--- src/rtl/fetch_ctrl.sv ---
// fetch_ctrl: fetch-stage PC sequencing with branch/trap redirects, stall
// hold with a single pending redirect slot, and a post-redirect flush window.
module fetch_ctrl #(
  parameter int FLUSH_CYCLES = 2
) (
  input  logic        clock_i,
  input  logic        reset_i,
  input  logic        stall_i,
  input  logic        br_valid_i,
  input  logic [31:0] br_target_i,
  input  logic        trap_valid_i,
  input  logic [31:0] trap_target_i,
  output logic        pc_we_o,
  output logic [1:0]  pc_mux_o,
  output logic [31:0] redirect_pc_o,
  output logic        flush_o,
  output logic        upper_only_o,
  output logic [15:0] redirects_o
);
  localparam int CW = $clog2(FLUSH_CYCLES + 1);
  localparam logic [1:0] P8 = 2'd0, BR = 2'd1, TRAP = 2'd2;
  typedef enum logic [1:0] {BOOT, RUN, HOLD, FLUSH} state_e;
  state_e        state_q;
  logic          pend_valid_q, pend_trap_q, upper_q;
  logic [31:0]   pend_tgt_q;
  logic [CW-1:0] cnt_q;
  logic [15:0]   redirects_q;
  logic          go, apply, apply_trap;
  logic [31:0]   tgt;
  always_comb begin
    go = state_q != BOOT && !stall_i;
    apply = go && (trap_valid_i || pend_valid_q || br_valid_i);
    apply_trap = trap_valid_i || (pend_valid_q && pend_trap_q);
    // a live trap beats a pending redirect, which beats a live branch
    tgt = trap_valid_i ? trap_target_i : pend_valid_q ? pend_tgt_q : br_target_i;
    pc_we_o = go;
    pc_mux_o = !apply ? P8 : apply_trap ? TRAP : BR;
    redirect_pc_o = apply ? (tgt & 32'hFFFF_FFF8) : '0;
    flush_o = state_q == BOOT || state_q == FLUSH;
    upper_only_o = upper_q;
    redirects_o = redirects_q;
  end
  always_ff @(posedge clock_i or posedge reset_i) begin
    if (reset_i) begin
      state_q <= BOOT;
      pend_valid_q <= 1'b0;
      pend_trap_q <= 1'b0;
      pend_tgt_q <= '0;
      cnt_q <= '0;
      upper_q <= 1'b0;
      redirects_q <= '0;
    end else if (stall_i) begin
      if (trap_valid_i || (br_valid_i && !(pend_valid_q && pend_trap_q))) begin
        pend_valid_q <= 1'b1;
        pend_trap_q <= trap_valid_i;
        pend_tgt_q <= trap_valid_i ? trap_target_i : br_target_i;
      end
      state_q <= state_q == FLUSH ? FLUSH : state_q == BOOT ? RUN : HOLD;
    end else if (apply) begin
      pend_valid_q <= 1'b0;
      upper_q <= tgt[2];
      redirects_q <= redirects_q + 16'd1;
      cnt_q <= CW'(FLUSH_CYCLES);
      state_q <= FLUSH;
    end else if (state_q == BOOT) begin
      state_q <= RUN;
    end else begin
      upper_q <= 1'b0;
      if (state_q == FLUSH) cnt_q <= cnt_q - 1'b1;
      state_q <= (state_q == FLUSH && cnt_q != CW'(1)) ? FLUSH : RUN;
    end
  end
endmodule
--- config.mk ---
export PLATFORM = sky130hd
export DESIGN_NAME = fetch_ctrl
export DESIGN_NICKNAME = d
export VERILOG_FILES = /design/src/rtl/fetch_ctrl.sv
export SDC_FILE = /design/constraint.sdc
export NUM_CORES = 1
export LEC_CHECK = 0
export BUFFER_PORTS_ARGS = -buffer_cell sky130_fd_sc_hd__clkbuf_2
export CORE_UTILIZATION = 54
export DETAILED_ROUTE_END_ITERATION = 8
export PLACE_DENSITY = 0.87
export SLEW_MARGIN = 20
export SYNTH_ARGS = -nofsm -noshare
export SYNTH_HDL_FRONTEND = slang
export SYNTH_SLANG_ARGS = --single-unit
export TNS_END_PERCENT = 50
--- constraint.sdc ---
create_clock -name clock_i -period 4.15 [get_ports clock_i]
set_input_delay 1.0375 -clock clock_i [delete_from_list [all_inputs] [get_ports clock_i]]
set_output_delay 1.0375 -clock clock_i [all_outputs]
set_load 0.05 [all_outputs]
Word-level counts from Yosys, hierarchy flattened

Cells that the tools add are included.

Add/subtract/negate cells: 2
Equality and inequality tests: 4
Muxes and demuxes: 20
Bitwise operators: 1
Reduce and logical (&&, ||, !) cells: 21

Operators by type and width:

| operator                                               | count |
|---|---|
| two-way mux 32 bit                                     | 4 |
| two-way mux 2 bit                                      | 11 |
| adder 16 x 1 -> 16 bit (second input constant)         | 1 |
| AND reduction 2 bit                                    | 4 |
| nonzero test 2 bit                                     | 3 |
| logical AND 1 bit                                      | 5 |
| logical OR 1 bit                                       | 5 |
| two-way mux 1 bit                                      | 5 |
| inequality test 2 x 1 -> 1 bit (second input constant) | 2 |
| AND reduction 3 bit                                    | 1 |
| == test 2 bit (second input constant)                  | 1 |
| logical NOT 1 bit                                      | 2 |
| logical NOT 2 bit                                      | 1 |
| inequality test 2 bit (second input constant)          | 1 |
| subtractor 2 x 1 -> 2 bit (second input constant)      | 1 |
| inverter 1 bit                                         | 1 |

Flip-flop bits (word level): 55
Bits of input ports: 69
Output and inout bits: 53
Logic and storage cells: 55

Depth between registers and ports, before layout

Gate-level depths: netlist (run 1).

Depth in word-level cells: 6
Mapped depth: 7
Gate-level depth less buffers: 6

Least setup slack after synthesis (run 1)

No wires, ideal clock.

Path type: input-to-output
From: input port stall_i
To: output port redirect_pc_o[10]
Arrival: 3.062 ns
Required time: 3.113 ns
Path slack: 0.050 ns
Cell stages on the path: 6
Buffers on the path: 3
Cell sequence: buf_2 > nor2_1 > nand2b_1 > buf_2 > buf_2 > nor2_1

Word-level cells in the longest chain between the ends: 4

RTL lines:

| what               | line | source |
|---|---|---|
| from (decl)        | 8    | `input logic stall_i,` |
| logical NOT 1 bit  | 31   | `go = state_q != BOOT && !stall_i;` |
| logical AND 1 bit  | 31   |  |
| net pc_we_o        | 13   | `output logic pc_we_o,` |
| logical AND 1 bit  | 32   | `apply = go && (trap_valid_i \|\| pend_valid_q \|\| br_valid_i);` |
| two-way mux 32 bit | 38   | `redirect_pc_o = apply ? (tgt & 32'hFFFF_FFF8) : '0;` |
| to (decl)          | 15   | `output logic [31:0] redirect_pc_o,` |

The timed path passes the listed nets, and every way through them passes these cells.

Worst setup path after layout (run 1)

From: input port stall_i
To: output port redirect_pc_o[13]

Word-level cells in the longest chain between the ends: 4

RTL lines:

| what               | line |
|---|---|
| logical NOT 1 bit  | 31 |
| logical AND 1 bit  | 31 |
| logical AND 1 bit  | 32 |
| two-way mux 32 bit | 38 |

Every way passes these cells.

==> out/metrics.yaml, run 1 <==
outcome: "finished clean"
diodes: 0
finalNonFillerCells: 544
finalMaxSlewViolations: 0
drt_first_pass_iters: 4
dp_cells: 536
postCtsSetupBuffers: 0
vias: 2910
syn_area_mm2: 0.003247
clock.fmax_ghz: 0.2928
drive_above_1_share: 0.2860
core_mm2: 0.005642
dieArea_mm2: 0.006327
cellPowerDensity_mw_per_mm2: 437.0
grt_max_degree: 94
critical_path_class: "in2out"
area_growth_syn_to_layout_pct: 22.39
skew_ns: 0.003715
die_h_um: 79.54
final_cell_area_mm2: 0.003974
cp_max_fo: 22
cp.arrival_ns: 2.38
irDropWorstVdd_mv: 0.3724
clk_pin_slew_ns: 0.09
rsz0062_at_grt: "no"
drcViolationCount: 0
dp.final_hpwl_um: 5342
cts_tree: "done"
antenna_found_initial: 0
min_period_ns: 3.415
clk_latency_ns: 0.30
pin_count: 122
clock-sinks: 53
rows: 27
vias_per_cell: 5.349
postSynthCellCount: 371
setup.worst_path.end_class: "output port"
portBuffers: 114
overflow: 0
routedWlPerCell_um: 13.24
cap_violations: 0
worst_pin_slew_ns: 0.6612
synth_seq_area_share: 0.4085
cts_max_level: 2
track_usage: 0.2375
grt_pass1_vias: 2692
drt_iter0_markers: 147
die_x_um: 79.54
setup_viol: 0
total_power_mw: 1.737
wirelength_um: 7204
antenna_left: 0
cts_root_buffer: "clkbuf_8"
dpl_cell_area_mm2: 0.003840
postCtsHoldBufs: 0
layout.nets: 545
startpoint_type: "input pin"
gp_congestion: 0.7572
post_cts_resized: 0
crit_required_ns: 3.11
ys_types: 30
initial_utilization: 0.5755
hold_path_class: "reg2reg"
slew_headroom: 0.5575
period_share: 0.8230
synth_seq_cells: 53
leakage_nw: 2.123
numCtsBuffers: 5
yosysWarningCount: 0
tns_ns: 0
hold_viol: 0
syn_avg_cell_area_um2: 8.752
cts_buffer_depth: 2
grt_first_pass_wirelength_um: 11870
-- sequential cells by signal, indices dropped and copies added (netlist names) --
name	cells
pend_tgt_q	30
redirects_o	16
cnt_q	2
state_q	2
pend_trap_q	1
pend_valid_q	1
upper_only_o	1
-- where the power goes --
| group | switching [mW] | internal, mW | leakage (nW) |
|---|---|---|---|
| clock | 0.166 | 0.240 | 0.0681 |
| sequential | 0.0882 | 0.606 | 0.658 |
| combinational | 0.439 | 0.198 | 1.40 |
| total | 0.693 | 1.04 | 2.12 |
-- synth_stat cells --
cell,n,area [µm²]
nor2_1,64,240.2
mux2i_1,60,600.6
dfrtp_1,53,1326
nand2_1,47,176.4
o21ai_0,34,170.2
a21oi_1,31,155.2
buf_2,13,65.06
xnor2_1,9,78.83
clkbuf_1,8,30.03
nand3_1,8,40.04
xor2_1,7,61.31
inv_1,6,22.52
ha_1,5,62.56
buf_4,4,30.03
nor3_1,4,20.02
buf_1,3,11.26
and4_1,2,17.52
a21boi_1,1,7.510
and2_1,1,6.260
and3_1,1,6.260
buf_6,1,11.26
conb_1,1,3.750
nand2b_1,1,6.260
nand4_1,1,6.260
nand4bb_4,1,27.53
nor3_2,1,10.01
nor3_4,1,16.27
nor4b_4,1,23.77
o21ai_1,1,5.000
o221ai_1,1,8.760
-- final timing paths --
kind                                 startpoint                 to  slack (ns)  cells after the start
worst max-delay path                    stall_i  redirect_pc_o[13]        0.73                      6
worst min-delay path            redirects_o[15]    redirects_o[15]        0.48                      1
worst max register to register     pend_valid_q     pend_tgt_q[29]        2.05                      4
worst min register to register  redirects_o[15]    redirects_o[15]        0.48                      1
max in group asynchronous               reset_i     pend_tgt_q[20]        2.64                      3
min in group asynchronous               reset_i     redirects_o[2]        0.75                      2
-- worst max-delay path: stages --
cell and delay [ns]:
clkbuf_2 0.20, nor2_1 0.33, nand2b_1 0.13, buf_4 0.23, nor2_1 0.15, clkbuf_2 0.29
-- kinds of logic after synthesis --
group | count (synthesis) | share of synthesized area
AO/OA/AOI/OAI | 68 | 0.1067
XOR/XNOR | 16 | 0.04316
adder cells (fa/ha/maj) | 5 | 0.01927
buffers and inverters | 35 | 0.05241
flip-flops | 53 | 0.4085
multiplexers | 60 | 0.1850
other | 1 | 0.001155
AND/OR/NAND/NOR | 133 | 0.1838
-- cell type report --
cell class / instances / area (µm²)
clock buffers: 5 / 68.82
clock inverters: 3 / 65.06
fillers: 451 / 1668
inverters: 6 / 22.52
multi-input cells: 285 / 1769
flip-flops and latches: 53 / 1328
well taps: 72 / 90.09
repair buffers: 120 / 630.6
-- per-layer routing --
metal / up-vias / GRT usage / part of all wire / routed length (µm)
li1: 1448 / - / - / -
met1: 1375 / 0.2932 / 0.44 / 3164
met2: 83 / 0.4291 / 0.51 / 3697
met3: 4 / 0.04229 / 0.042 / 304
met4: 0 / 0.05091 / 0.0053 / 38
met5: - / 0 / 0 / 0
-- through the flow --
stage / hold WS, ns / setup slack, ns / utilization
after CTS: 0.4874 / 0.7694 / 0.7044
after global placement: 0.4620 / 0.8193 / 0.6806
after detailed placement: 0.4734 / 0.7809 / 0.6806
final: 0.4847 / 0.7347 / 0.7044
after floorplan: 0.4496 / 0.05036 / -
after global routing: 0.4945 / 0.6450 / 0.7044
-- layout by cell type (no fill, tap or decap), drive strengths merged --
cell / instances
a21boi: 1
a21oi: 31
and2: 1
and3: 1
and4: 2
buf: 7
bufinv: 2
clkbuf: 118
clkinv: 1
conb: 3
dfrtp: 53
ha: 5
inv: 6
mux2i: 60
nand2: 47
nand2b: 1
nand3: 8
nand4: 1
nand4bb: 1
nor2: 64
nor3: 6
nor4b: 1
o21ai: 35
o221ai: 1
xnor2: 9
xor2: 7
No activity file was read; power rests on OpenSTA's default activity.
==> inputs of run 2 (changes only) <==
--- a/config.mk
+++ b/config.mk
@@ -6,9 +6,9 @@
 export NUM_CORES = 1
 export LEC_CHECK = 0
 export BUFFER_PORTS_ARGS = -buffer_cell sky130_fd_sc_hd__clkbuf_2
-export CORE_UTILIZATION = 54
+export CORE_UTILIZATION = 50
 export DETAILED_ROUTE_END_ITERATION = 8
-export PLACE_DENSITY = 0.87
+export PLACE_DENSITY = 0.81
 export SLEW_MARGIN = 20
 export SYNTH_ARGS = -nofsm -noshare
 export SYNTH_HDL_FRONTEND = slang
==> constraint.sdc (replaced) <==
create_clock -name clock_i -period 3.45 [get_ports clock_i]
set_input_delay 0.8625 -clock clock_i [delete_from_list [all_inputs] [get_ports clock_i]]
set_output_delay 0.8625 -clock clock_i [all_outputs]
set_load 0.05 [all_outputs]
==> run 2 against run 1 <==
Highest routed layer unchanged. Critical endpoint is now redirect_pc_o[14]. Sequential power rose by 20%. Wire length rose by 0.17%. Utilization fell by 5.1 points. Global-route usage fell by 1.3 points.
==> out/metrics.yaml, run 2 (synthesis results as in run 1) <==
clock-sinks: 53
postCtsHoldBufs: 0
antenna_left: 0
leakage_nw: 2.124
cts_max_level: 2
endpoint: "redirect_pc_o[14]"
pin_count: 122
rr_endpoint: "redirects_o[9]"
cts_tree: "done"
die_x_um: 82.59
track_usage: 0.2242
slew_headroom: 0.5081
die_h_um: 82.59
cap_violations: 0
dp.final_hpwl_um: 5218
cts_root_buffer: "clkbuf_8"
mostFrequentLayoutCell: "clkbuf_2"
crit_path_top_delay_cell: "nor3_4"
drcViolationCount: 0
grt_first_pass_wirelength_um: 11760
setup_viol: 0
portBuffers: 114
antenna_found_initial: 0
outcome: "finished clean"
startpoint_type: "input pin"
whs_ns: 0.4825
period_share: 0.8608
finalNonFillerCells: 550
diodes: 0
drt_iter0_markers: 102
layout.nets: 548
core_mm2: 0.006096
crit_required_ns: 2.59
worstReg2RegStart: "state_q[0]"
largest_reg_flops: 30
dieArea_mm2: 0.006820
drt_first_pass_iters: 4
grt_pass1_vias: 2648
pre_cts_slack_ns: 0.5067
reg2reg_depth: 6
area_growth_syn_to_layout_pct: 22.70
vias: 2938
rsz0062_at_grt: "no"
tns_ns: 0
skew_ns: 0.005871
cpPeakStageDelay_ns: 0.32
gp_congestion: 0.7424
cellPowerDensity_mw_per_mm2: 509.4
hold_viol: 0
clk_latency_ns: 0.30
vias_per_cell: 5.342
largest-register: "pend_tgt_q"
clock.fmax_ghz: 0.3367
finalWorstSetupSlack_ns: 0.4804
post_cts_resized: 0
drive_above_1_share: 0.2926
cpMostUsedCell: "buf_4"
clk_pin_slew_ns: 0.10
critical_path_class: "in2out"
min_period_ns: 2.970
numCtsBuffers: 5
r2r_slack_ns: 1.58
initial_utilization: 0.5326
postCtsSetupBuffers: 0
cp.arrival_ns: 2.11
cts_buffer_depth: 2
grt_max_degree: 94
irDropWorstVdd_mv: 0.6816
worst_pin_slew_ns: 0.7368
hold_path_class: "reg2reg"
mostFrequentLayoutCells: "clkbuf_2, nor2_1, mux2i_1"
overflow: 0
cp_max_fo: 23
cp-startpoint: "trap_valid_i"
rows: 28
fin_util: 0.6535
dp_cells: 542
finalMaxSlewViolations: 0
setup.worst_path.end_class: "output port"
wirelength_um: 7216
path_cells: "buf_4 > nor3_4 > nand2b_1 > buf_4 > nor2_1 > clkbuf_2"
routedWlPerCell_um: 13.12
## run 2: cell types whose count changed in the layout (fill, tap and decap cells not counted)
| cell | before | now |
|---|---|---|
| clkinv_2 | 1 | 0 |
| bufinv_16 | 2 | 1 |
| buf_4 | 6 | 9 |
| nor2_2 | 0 | 1 |
| clkinvlp_4 | 0 | 1 |
| nor2_1 | 64 | 63 |
| clkinv_4 | 0 | 1 |
## run 2: final cells by class
cell class,count,area [µm²]
Fill cell,515,2112
Clock buffer,5,68.82
Sequential cell,53,1328
Timing Repair Buffer,123,653.1
Inverter,6,22.52
Tap cell,75,93.84
Clock inverter,3,46.29
Multi-Input combinational cell,285,1772
## run 2: metrics by stage
stage / power (mW) / cell area, µm²
global route: 2.157 / 3984
detailed placement: 1.621 / 3869
CTS: 2.046 / 3984
global placement: 1.592 / 3869
floorplan: 1.419 / 3257
finish: 2.029 / 3984
## run 2: power by group
group          leakage (nW)  total [mW]  internal [mW]  switching (mW)
Clock                0.0543       0.422          0.217           0.204
Combinational          1.41       0.772          0.241           0.531
Sequential            0.658       0.835          0.730           0.106
## run 2: worst min-delay path by stage
stage | start | end | slack [ns] | cells past startpoint
after floorplan | pend_tgt_q[10] | pend_tgt_q[10] | 0.45 | 2
after global placement | pend_tgt_q[23] | pend_tgt_q[23] | 0.46 | 2
after detailed placement | redirects_o[15] | redirects_o[15] | 0.47 | 1
after CTS | redirects_o[15] | redirects_o[15] | 0.48 | 1
after global routing | redirects_o[15] | redirects_o[15] | 0.50 | 1
final | redirects_o[15] | redirects_o[15] | 0.48 | 1
## run 2: worst max-delay path: cells and delay by family
family / cells / cell delay, ns
buffers and inverters: 3 / 0.65
AND/OR/NAND/NOR: 3 / 0.58
## run 2: layer usage
layer	GRT usage	wire length [µm]	up-vias
met5	0	0	-
met4	0.05345	62	0
met3	0.04615	475	11
met2	0.3950	3451	104
met1	0.2803	3227	1372
li1	-	-	1451
